`config.mk`:
```
export PLATFORM = sky130hd
export DESIGN_NAME = memory_interface
export DESIGN_NICKNAME = d
export VERILOG_FILES = /design/src/rtl/memory_interface.sv
export SDC_FILE = /design/constraint.sdc
export NUM_CORES = 1
export LEC_CHECK = 0
export ABC_CLOCK_PERIOD_IN_PS = 3900
export BUFFER_PORTS_ARGS = -buffer_cell sky130_fd_sc_hd__buf_2
export CORE_ASPECT_RATIO = 1.25
export CORE_MARGIN = 2
export CORE_UTILIZATION = 52
export DETAILED_ROUTE_END_ITERATION = 8
export GPL_ROUTABILITY_DRIVEN = 0
export PLACE_DENSITY = 0.86
export SLEW_MARGIN = 10
export SYNTH_ARGS = -nofsm -noshare
export SYNTH_HDL_FRONTEND = slang
export SYNTH_SLANG_ARGS = --single-unit
```
`constraint.sdc`:
```
create_clock -name clk -period 3.9 [get_ports clk]
set_clock_uncertainty 0.15 [all_clocks]
set_input_delay 1.17 -clock clk [delete_from_list [all_inputs] [get_ports clk]]
set_output_delay 1.17 -clock clk [all_outputs]
set_load 0.005 [all_outputs]
```
`src/rtl/memory_interface.sv`:
```
// -----------------------------------------------------------------------------
// memory_interface
//
// Sequencer between the core control unit and a unified 32-bit synchronous
// SRAM. One access (instruction fetch or RV64 byte/half/word/double
// load/store) is accepted per `start` level seen in IDLE and is split into
// 1..3 RAM beats with byte enables. Load data is assembled from the beats,
// shifted down by the byte offset, and sign- or zero-extended to 64 bits.
// Completion is a single-cycle `done` pulse.
//
// Optional feature macro: MEM_MISALIGNED_EN
//   defined   : any byte offset is served (up to 3 beats), misaligned is 0
//   undefined : addr[size-1:0] != 0 is rejected without touching the RAM
//
// Handshake: `start` is a level, sampled only in IDLE. Once accepted, all
// request inputs are latched and ignored until the access completes. `done`
// pulses in the DONE state; the earliest next accept is the following cycle,
// so a continuously held `start` produces back-to-back accesses.
//
// Ports
//   clk, reset        clock, synchronous active-high reset
//   start             request level
//   operation         0 = read, 1 = write
//   size              00 byte, 01 half, 10 word, 11 double
//   extension         funct3; bit 2 set = zero-extend, clear = sign-extend
//   addr, wdata       byte address, store data (low 2^size bytes used)
//   rdata             registered, extended load result
//   done, busy        completion pulse, high outside IDLE
//   misaligned        access was rejected (held until next accept)
//   ram_*             registered SRAM port; ram_rdata valid the cycle after ram_re
//   state_dbg         current FSM state (IDLE=0, REQ=1, WAIT=2, DONE=3)
// -----------------------------------------------------------------------------
module memory_interface #(
    parameter int RAM_AW = 12
) (
    input  logic              clk,
    input  logic              reset,
    input  logic              start,
    input  logic              operation,
    input  logic [1:0]        size,
    input  logic [2:0]        extension,
    input  logic [63:0]       addr,
    input  logic [63:0]       wdata,
    output logic [63:0]       rdata,
    output logic              done,
    output logic              busy,
    output logic              misaligned,
    output logic [RAM_AW-1:0] ram_addr,
    output logic              ram_re,
    output logic              ram_we,
    output logic [3:0]        ram_be,
    output logic [31:0]       ram_wdata,
    input  logic [31:0]       ram_rdata,
    output logic [1:0]        state_dbg
);

    typedef enum logic [1:0] {
        S_IDLE = 2'd0,
        S_REQ  = 2'd1,
        S_WAIT = 2'd2,
        S_DONE = 2'd3
    } state_t;

    state_t state;

    // Latched request
    logic              op_q;
    logic [1:0]        size_q;
    logic              zext_q;
    logic [1:0]        off_q;
    logic [RAM_AW-1:0] base_q;
    logic [1:0]        beats_q;
    logic [1:0]        beat_q;     // index of the beat currently on the RAM port
    logic [95:0]       lanes_q;    // store bytes already placed in their lanes
    logic [11:0]       mask_q;     // matching byte enables across 3 words
    logic [95:0]       buf_q;      // load beats collected so far

    // ------------------------------------------------------------------
    // Accept-time decode (from the live inputs, used only in IDLE)
    // ------------------------------------------------------------------
    logic [3:0]  in_nbytes;
    logic [63:0] in_keep;
    logic [7:0]  in_m8;
    logic [3:0]  in_span;
    logic [3:0]  in_span_up;
    logic [1:0]  in_beats;
    logic [95:0] in_lanes;
    logic [11:0] in_mask;
    logic        in_reject;

    always_comb begin
        in_nbytes = 4'd1;
        in_keep   = 64'h0000_0000_0000_00FF;
        in_m8     = 8'h01;
        case (size)
            2'd0: begin in_nbytes = 4'd1; in_keep = 64'h0000_0000_0000_00FF; in_m8 = 8'h01; end
            2'd1: begin in_nbytes = 4'd2; in_keep = 64'h0000_0000_0000_FFFF; in_m8 = 8'h03; end
            2'd2: begin in_nbytes = 4'd4; in_keep = 64'h0000_0000_FFFF_FFFF; in_m8 = 8'h0F; end
            default: begin in_nbytes = 4'd8; in_keep = 64'hFFFF_FFFF_FFFF_FFFF; in_m8 = 8'hFF; end
        endcase
    end

    // beats = ceil((offset + nbytes) / 4); the sum never exceeds 11
    assign in_span    = {2'b00, addr[1:0]} + in_nbytes;
    assign in_span_up = in_span + 4'd3;
    assign in_beats   = in_span_up[3:2];

    assign in_lanes = {32'h0, wdata & in_keep} << {addr[1:0], 3'b000};
    assign in_mask  = {4'h0, in_m8} << addr[1:0];

`ifdef MEM_MISALIGNED_EN
    assign in_reject = 1'b0;
`else
    always_comb begin
        in_reject = 1'b0;
        case (size)
            2'd0:    in_reject = 1'b0;
            2'd1:    in_reject = addr[0];
            2'd2:    in_reject = |addr[1:0];
            default: in_reject = |addr[2:0];
        endcase
    end
`endif

    // ------------------------------------------------------------------
    // Beat sequencing helpers
    // ------------------------------------------------------------------
    logic [1:0] nxt_beat;
    logic [1:0] prev_beat;
    logic [1:0] last_beat;

    assign nxt_beat  = beat_q + 2'd1;
    assign prev_beat = beat_q - 2'd1;
    assign last_beat = beats_q - 2'd1;

    // ------------------------------------------------------------------
    // Load result: the final beat arrives on ram_rdata during WAIT and is
    // merged directly instead of costing an extra capture cycle.
    // ------------------------------------------------------------------
    logic [95:0] assembled;
    logic [95:0] shifted;
    logic [63:0] raw;
    logic [63:0] load_result;

    always_comb begin
        assembled = buf_q;
        assembled[{last_beat, 5'b00000} +: 32] = ram_rdata;
    end

    assign shifted = assembled >> {off_q, 3'b000};
    assign raw     = shifted[63:0];

    always_comb begin
        load_result = raw;
        case (size_q)
            2'd0: load_result = zext_q ? {56'h0, raw[7:0]}  : {{56{raw[7]}},  raw[7:0]};
            2'd1: load_result = zext_q ? {48'h0, raw[15:0]} : {{48{raw[15]}}, raw[15:0]};
            2'd2: load_result = zext_q ? {32'h0, raw[31:0]} : {{32{raw[31]}}, raw[31:0]};
            default: load_result = raw;  // double is never extended
        endcase
    end

    // ------------------------------------------------------------------
    // FSM with registered outputs
    // ------------------------------------------------------------------
    always_ff @(posedge clk) begin
        if (reset) begin
            state      <= S_IDLE;
            rdata      <= 64'h0;
            done       <= 1'b0;
            busy       <= 1'b0;
            misaligned <= 1'b0;
            ram_addr   <= '0;
            ram_re     <= 1'b0;
            ram_we     <= 1'b0;
            ram_be     <= 4'h0;
            ram_wdata  <= 32'h0;
            op_q       <= 1'b0;
            size_q     <= 2'd0;
            zext_q     <= 1'b0;
            off_q      <= 2'd0;
            base_q     <= '0;
            beats_q    <= 2'd1;
            beat_q     <= 2'd0;
            lanes_q    <= 96'h0;
            mask_q     <= 12'h0;
            buf_q      <= 96'h0;
        end else begin
            done <= 1'b0;
            case (state)
                S_IDLE: begin
                    if (start) begin
                        op_q       <= operation;
                        size_q     <= size;
                        zext_q     <= extension[2];
                        off_q      <= addr[1:0];
                        base_q     <= addr[RAM_AW+1:2];
                        beats_q    <= in_beats;
                        beat_q     <= 2'd0;
                        lanes_q    <= in_lanes;
                        mask_q     <= in_mask;
                        misaligned <= in_reject;
                        busy       <= 1'b1;
                        if (in_reject) begin
                            state <= S_DONE;
                            done  <= 1'b1;
                        end else begin
                            // Beat 0 goes out on the cycle right after accept
                            state    <= S_REQ;
                            ram_addr <= addr[RAM_AW+1:2];
                            ram_we   <= operation;
                            ram_re   <= ~operation;
                            ram_be   <= operation ? in_mask[3:0] : 4'hF;
                            if (operation) begin
                                ram_wdata <= in_lanes[31:0];
                            end
                        end
                    end
                end

                S_REQ: begin
                    // Read data for the previous beat is on ram_rdata now
                    if (!op_q && beat_q != 2'd0) begin
                        buf_q[{prev_beat, 5'b00000} +: 32] <= ram_rdata;
                    end
                    if (nxt_beat < beats_q) begin
                        beat_q   <= nxt_beat;
                        ram_addr <= base_q + RAM_AW'(nxt_beat);  // wraps past the top word
                        ram_we   <= op_q;
                        ram_re   <= ~op_q;
                        ram_be   <= op_q ? mask_q[{nxt_beat, 2'b00} +: 4] : 4'hF;
                        if (op_q) begin
                            ram_wdata <= lanes_q[{nxt_beat, 5'b00000} +: 32];
                        end
                    end else begin
                        ram_we <= 1'b0;
                        ram_re <= 1'b0;
                        ram_be <= 4'h0;
                        if (op_q) begin
                            state <= S_DONE;
                            done  <= 1'b1;
                        end else begin
                            state <= S_WAIT;
                        end
                    end
                end

                S_WAIT: begin
                    rdata <= load_result;
                    state <= S_DONE;
                    done  <= 1'b1;
                end

                default: begin  // S_DONE
                    busy  <= 1'b0;
                    state <= S_IDLE;
                end
            endcase
        end
    end

    assign state_dbg = state;

    // Address bits above the RAM and the low funct3 bits carry no meaning here
    logic unused_bits;
    assign unused_bits = ^{addr[63:RAM_AW+2], extension[1:0]};

endmodule

```
---- Yosys cells after proc, flatten, opt, wreduce, memory -nomap -nowiden ----
Index checks and enable logic that the tools add are counted.
word-level totals
  logic and storage cells ................. 121
  register bits ........................... 345
cells by class
  multiplexer cells ....................... 49
  shift operators ......................... 9
  $lt $le $gt $ge ......................... 1
  add/sub/neg operators ................... 8
  eq/ne operators ......................... 12
  reductions and logical operators ........ 18
  bitwise logic cells ..................... 4
operators by type and width
  kind                       count
  $pmux W64 S3               2
  $bwmux W96                 2
  $mux W64                   3
  $shift A32 B9 Y96 const A  2
  $shiftx A32 B9 Y96         2
  $mux W32                   5
  $shiftx A96 B8 Y32         1
  $shl A64 B5 Y96            1
  $shr A96 B5 Y64            1
  $and A64 B64 Y64           1
  $pmux W32 S2               1
  $mux W12                   3
  $pmux W12 S2               1
  $pmux W8 S3                1
  $mux W4                    5
  $neg A7 Y9                 2
  $add A12 B2 Y12            1
  $mux W1                    12
  $ne A2 B2 Y1 const B       6
  $pmux W4 S3                1
  $shiftx A12 B5 Y4          1
  $shl A8 B2 Y12             1
  $mux W2                    5
  $pmux W4 S2                1
  other kinds (22)           40

---- Depth between registers and ports, before layout ----
Gate-level depths: netlist (run 1).
  depth in word-level cells ............... 8
  mapped depth ............................ 13
  gate-level depth less buffers ........... 9

---- Least setup slack after synthesis (run 1) ----
Ideal clock, no wire load.
  path kind ............................... input port to flip-flop
  start point ............................. input port size[1]
  end point ............................... register beats_q[0]
  required time ........................... 3628 ps
  stages on the path ...................... 10
  arrival ................................. 3284 ps
  slack ................................... 344 ps
  setup time .............................. 122 ps
  buffers on the path ..................... 4
  path through ............................ clkbuf_1 > buf_1 > clkbuf_1 > clkbuf_1 > nand2b_1 > ha_1 > nor2_1 > fa_1 > nand2_1 > nand3b_1
on the way
  cells in the longest elaborated chain, start to end .. 4
RTL lines
  element                                     line  source
  start: declaration                          40    input logic [1:0] size,
  $eq A2 B2 Y1, or another cell as far along  95    case (size)
  $pmux W4 S3 (*)                             95
  $add A2 B4 Y4 (*)                           104   assign in_span = {2'b00, addr[1:0]} + in_nbytes;
  $add A4 B2 Y4 (*)                           105   assign in_span_up = in_span + 4'd3;
  via in_span_up[2]                           85    logic [3:0] in_span_up;
  end signal: assignment                      198   beats_q <= in_beats;
  end: declaration                            72    logic [1:0] beats_q;
Mark *: on every way through the listed nets, which the timed path passes. The rest lies on a longest branch.
A chain may end at the register's enable or synchronous reset.

---- Final worst setup path (run 1) ----
  start point ............................. register beats_q[0]
  end point ............................... register rdata[59]
on the way
  cells in the longest elaborated chain, start to end .. 7
RTL lines
  element                                                         line           source
  $sub A2 B1 Y2 (*)                                               134            assign last_beat = beats_q - 2'd1;
  $neg A7 Y9 (*)                                                  147            assembled[{last_beat, 5'b00000} +: 32] = ram_rdata;
  $shiftx A32 B9 Y96 / $shift A32 B9 Y96 (equally long branches)  147
  $bwmux W96 (*)                                                  147
  $shr A96 B5 Y64 (*)                                             150            assign shifted = assembled >> {off_q, 3'b000};
  $mux W64, on equally long branches                              158, 156, 157
  $pmux W64 S3 (*)                                                155            case (size_q)
  end signal: assignment                                          249            rdata <= load_result;
  end: declaration                                                44             output logic [63:0] rdata,
Mark *: on every way between the ends. The rest lies on a longest branch, timed or not.

==> results.tsv, run 1 <==
metric	value	unit
worst_hold_slack	295.9	ps
row_count	74	
core	32680	um2
critPathArrivalTime	3850	ps
die_y	207.6	um
tns	0	ps
drive_gt1_share	19.25	%
overflow	0	
htreeDepth	2	
cts_resized	0	
slew_viol_final	0	
insertion_delay	520	ps
synthMuxAreaShare	10.07	%
design_area	19710	um2
ir_drop	0.5602	mV
postSynthAreaPerCell	8.112	um2
drt_pass1_iterations	6	
ant_nets	0	
synth_nets	2314	
ys.flop_type	dfxtp_1	
cts_buffers	34	
ctsHoldBuffers	0	
clock_path_buffers	3	
post_cts_buffers	0	
synthAdderAreaFrac	1.465	%
fin_crit_sh	91.36	%
yosys.area_share.simple	20.07	%
tritoncts	yes	
p_leak	7.417	nW
reg2reg_from	beats_q[0]	
yosys-top-cells-area	dfxtp_1 38%, mux2i_1 6.7%, nor2_1 6.3%	
synth_area	17250	um2
top_usage_layer	met2	
wire_per_inst	21.73	um
synthDistinctLibCells	63	
die_w	166.9	um
ys.warnings.count	0	
use_met2	52.82	%
holdPathStages	2	
finalSetupViolCount	0	
synthXorXnorAreaFrac	0.5586	%
antenna_found_initial	7	
synth_edf_count	0	
drcViolationCount	0	
outcome	finished clean	
dieArea	34650	um2
grtUsageMet3	5.071	%
route.vias.total	17640	
worstPathMaxFanout	15	
end_kind	flop	
hp-start	buf_q[62]	
start_kind	flop	
clk_pin_slew	60	ps
rr_worst_depth	9	
synth_top_area_cell	dfxtp_1	
cts.sinks	328	
drt_iter0_markers	2656	
nets	2419	
pin_count	288	
wl	58230	um
ys_ff_latch	328	
grt_pass1_vias	16350	
start_util	52.77	%
async_reset_ff_share	0	%
hold_path.class	flop to flop	
relSlewSlack	17.32	%
synth_cells	2126	
grt_pass1_wl	90060	um
post-dp-hpwl	39530	um
grt_max_degree	97	
worstMarginPinSlew	1236	ps
io_buffers	235	
cts_root_buf	clkbuf_16	
synth_top_area_share	38.07	%
synthToLayoutAreaGrowth	14.28	%
worst-setup-path-type	flop to flop	
period_needed	3563	ps
vias_per_cell	6.580	
final-hold-violation-count	0	
synth_compound_area_share	24.59	%
track_usage	32.08	%
crit_path_start	beats_q[0]	
synth_top_family_by_area	compound AO/OA/AOI/OAI gates	
max_freq	0.2806	GHz
critPathRequiredTime	4190	ps
postPlaceCellArea	18570	um2
drv_cap	0	
rsz0062_at_grt	no	
power_density	631.8	nW/um2
use_met1	38.16	%
synth_seq_area_share	38.07	%
-- metal layers --
metal  routed length [um]  share of wire [%]
met1                20500                 35
met2                27080                 46
met3                 5828                 10
met4                 4830                8.3
met5                    0                  0
-- placed cells by master, fill, tap and decap left out, types with 5 or more instances in the layout --
cell type / instances
dfxtp_1: 326
nor2_1: 289
buf_2: 234
a21oi_1: 209
nand2_1: 197
mux2i_1: 115
nand3_1: 102
a211oi_1: 91
a22oi_1: 89
nor3_1: 84
nor2b_1: 49
mux2_2: 44
buf_4: 42
a221oi_1: 39
clkbuf_16: 35
a311oi_2: 30
o21ai_0: 26
a311oi_1: 16
a211o_1: 16
nand2b_1: 15
a31oi_1: 15
o22ai_1: 15
ha_1: 15
inv_1: 12
o21a_1: 10
a21boi_0: 9
a32oi_1: 9
diode_2: 8
a22o_1: 8
and2_1: 7
clkbuf_8: 7
and3_1: 6
xnor2_1: 6
xor2_1: 5
clkinv_2: 5
-- path summary, 6_finish.rpt --
kind / endpoint / slack (ps)
hold / removal: buf_q[62] / 300
setup / recovery: rdata[59] / 340
setup reg to reg: rdata[59] / 340
hold reg to reg: buf_q[62] / 300
-- critical path: stages (launching register included) --
cell and delay [ps]:
dfxtp_1 410, inv_1 80, ha_1 480, nor4bb_1 370, buf_4 260, and2_1 610
a22oi_1 300, a211oi_1 340, a21oi_1 140, a311oi_2 340
-- through the flow --
step	util [%]	setup slack, ps	std cells	power (mW)
6_report	60.30	336.8	2680	12.45
5_1_grt	60.29	270.7	2678	13.04
4_1_cts	60.24	512.3	2672	12.35
3_5_place_dp	56.81	353.9	2613	9.073
3_3_place_gp	56.81	411.5	2613	8.921
2_1_floorplan	-	343.8	2126	7.461
-- registers in the layout, indices dropped and copies added (netlist names) --
signal / flops
done: 1
buf_q: 88
ram_we: 1
op_q: 1
ram_wdata: 32
state_dbg: 2
rdata: 64
ram_re: 1
off_q: 2
mask_q: 11
beat_q: 2
beats_q: 2
size_q: 2
zext_q: 1
misaligned: 1
lanes_q: 88
ram_addr: 12
busy: 1
base_q: 12
ram_be: 4
-- kinds of logic after synthesis --
kind of cell,count (synthesis)
simple gates,776
compound gates,601
flops,328
buf+inv,228
mux,163
fa+ha+maj,19
xor+xnor,11
-- where the power goes --
| group | internal, mW | switching (mW) | leakage, nW | total [mW] |
|---|---|---|---|---|
| sequential | 4.04 | 0.415 | 2.67 | 4.45 |
| combinational | 1.69 | 3.01 | 4.20 | 4.70 |
| clock | 1.92 | 1.38 | 0.548 | 3.30 |
| total | 7.65 | 4.80 | 7.42 | 12.5 |
-- cells in the mapped netlist, types with 5 or more instances --
cell,n
a211o_1,16
o21ai_0,26
a21oi_1,209
a21boi_0,9
nor2b_1,49
xnor2_1,6
nand3_1,102
o21a_1,10
a32oi_1,9
a31oi_1,15
inv_1,12
clkbuf_1,171
and3_1,6
dfxtp_1,328
mux2_2,44
a22o_1,8
a311oi_1,16
o22ai_1,15
buf_2,12
mux2i_1,115
a211oi_1,91
nor2_1,290
and2_1,8
a221oi_1,39
nor3_1,85
xor2_1,5
buf_1,26
nand2b_1,15
a22oi_1,89
nand2_1,198
ha_1,17
a311oi_2,30
-- layout make-up --
class | count | area (um2)
diodes | 8 | 20.02
clock buffers | 46 | 987.2
multi-input cells | 1570 | 9834
flip-flops and latches | 328 | 6569
inverters | 16 | 60.06
fillers | 2707 | 12970
repair buffers | 281 | 1582
well taps | 418 | 523.0
clock inverters | 13 | 133.9
No activity file was read; power rests on OpenSTA's default activity.
==> inputs of run 2 (changes only) <==
- SETUP_SLACK_MARGIN: unset -> 0.4
==> run 2 against run 1 <==
  * Routed wire length rose by 1.0%
  * Setup slack improved by 150 ps
  * Die area did not move
  * Power rose by 1.9%
  * Core utilization rose by 0.18 points
  * Combinational power barely moved
  * Critical endpoint is now rdata[20]
  * Largest cell class unchanged
==> results.tsv, run 2 (same netlist as run 1, synthesis figures left out) <==
metric	value	unit
post-dp-hpwl	39700	um
worst-setup-path-type	flop to flop	
wire_per_inst	21.98	um
biggestRegsByFlops	buf_q (88), lanes_q (88), rdata (64)	
drive_gt1_share	19.22	%
route.vias.total	17750	
pin_count	288	
tritoncts	yes	
critPathArrivalTime	3690	ps
power_density	641.6	nW/um2
final_common_cell	dfxtp_1	
antenna_found_initial	7	
ant_nets	0	
clock_path_buffers	3	
worst_hold_slack	294.4	ps
rsz0062_at_grt	no	
nFillCells	2686	
wl	58820	um
io_buffers	235	
grt_pass1_vias	16430	
p_leak	7.456	nW
drv_cap	0	
nets	2419	
fin_util	60.49	%
track_usage	32.26	%
tns	0	ps
grt_pass1_wl	90340	um
dieArea	34650	um2
vias_per_cell	6.633	
final-hold-violation-count	0	
cts.sinks	328	
post_cts_buffers	0	
insertion_delay	540	ps
cts_root_buf	clkbuf_16	
outcome	finished clean	
die_w	166.9	um
htreeDepth	2	
ir_drop	0.4972	mV
ctsHoldBuffers	0	
slew_viol_final	0	
finalSetupViolCount	0	
fin_crit_sh	87.60	%
max_freq	0.2927	GHz
synthToLayoutAreaGrowth	14.63	%
clk_pin_slew	60	ps
period_needed	3416	ps
cts_resized	0	
core	32680	um2
layout_common_cells	326 x dfxtp_1, 289 x nor2_1, 234 x buf_2, 209 x a21oi_1, 197 x nand2_1	
worstPathMaxFanout	22	
end_kind	flop	
overflow	0	
drt_iter0_markers	2341	
row_count	74	
drcViolationCount	0	
relSlewSlack	11.63	%
die_y	207.6	um
critPathRequiredTime	4180	ps
start_util	52.77	%
cts_buffers	34	
worstMarginPinSlew	1321	ps
hold_path.class	flop to flop	
grt_max_degree	91	
drt_pass1_iterations	8	
start_kind	flop	
[run 2: cell count changes in the layout (fill, tap and decap cells not counted), sizes merged]
cell	delta
inv	-1
diode	-3
clkbuf	+2
clkinvlp	-3
clkinv	-2
bufinv	+3
[run 2: layer usage]
metal | GRT usage, % | routed length [um]
met4 | 23.99 | 5085
met3 | 6.292 | 6000
met1 | 37.32 | 20480
met5 | 0 | 31
met2 | 52.85 | 27230
[run 2: worst max-delay path, cell delays in order (launching register included)]
cell      delay, ps
dfxtp_1         340
buf_4           300
ha_1            320
and4b_1         790
a22oi_1         280
mux2i_1         330
mux2i_1         300
nand2b_1        240
a211oi_1        270
[run 2: cell type report]
type | count | area (um2) | area share [%]
Clock buffer | 48 | 1005 | 5.082
Antenna cell | 5 | 12.51 | 0.06329
Inverter | 16 | 60.06 | 0.3038
Multi-Input combinational cell | 1570 | 9836 | 49.75
Sequential cell | 328 | 6569 | 33.23
Tap cell | 418 | 523.0 | 2.646
Timing Repair Buffer | 281 | 1582 | 8.000
Clock inverter | 10 | 182.7 | 0.9240
[run 2: final timing paths]
kind | from | endpoint | slack (ps) | cells after the start
worst max-delay path | beats_q[0] | rdata[20] | 480 | 8
worst min-delay path | buf_q[60] | buf_q[60] | 290 | 2
worst max register to register | beats_q[0] | rdata[20] | 480 | 8
worst min register to register | buf_q[60] | buf_q[60] | 290 | 2
[run 2: stage by stage]
step / worst slack [ps] / total power [mW] / cell area, um2 / instances
global route: 477.5 / 13.25 / 19770 / 2676
floorplan: 430.7 / 7.461 / 17250 / 2126
finish: 483.6 / 12.68 / 19770 / 2676
CTS: 581.7 / 12.57 / 19760 / 2671
detailed placement: 370.3 / 9.079 / 18570 / 2613
global placement: 432.9 / 8.933 / 18570 / 2613
[run 2: report_power, final]
part           total, mW  internal [mW]  switching, mW  leakage, nW
clock network       3.50           2.13           1.38        0.586
logic               4.71           1.69           3.02         4.20
registers           4.47           4.04          0.426         2.67
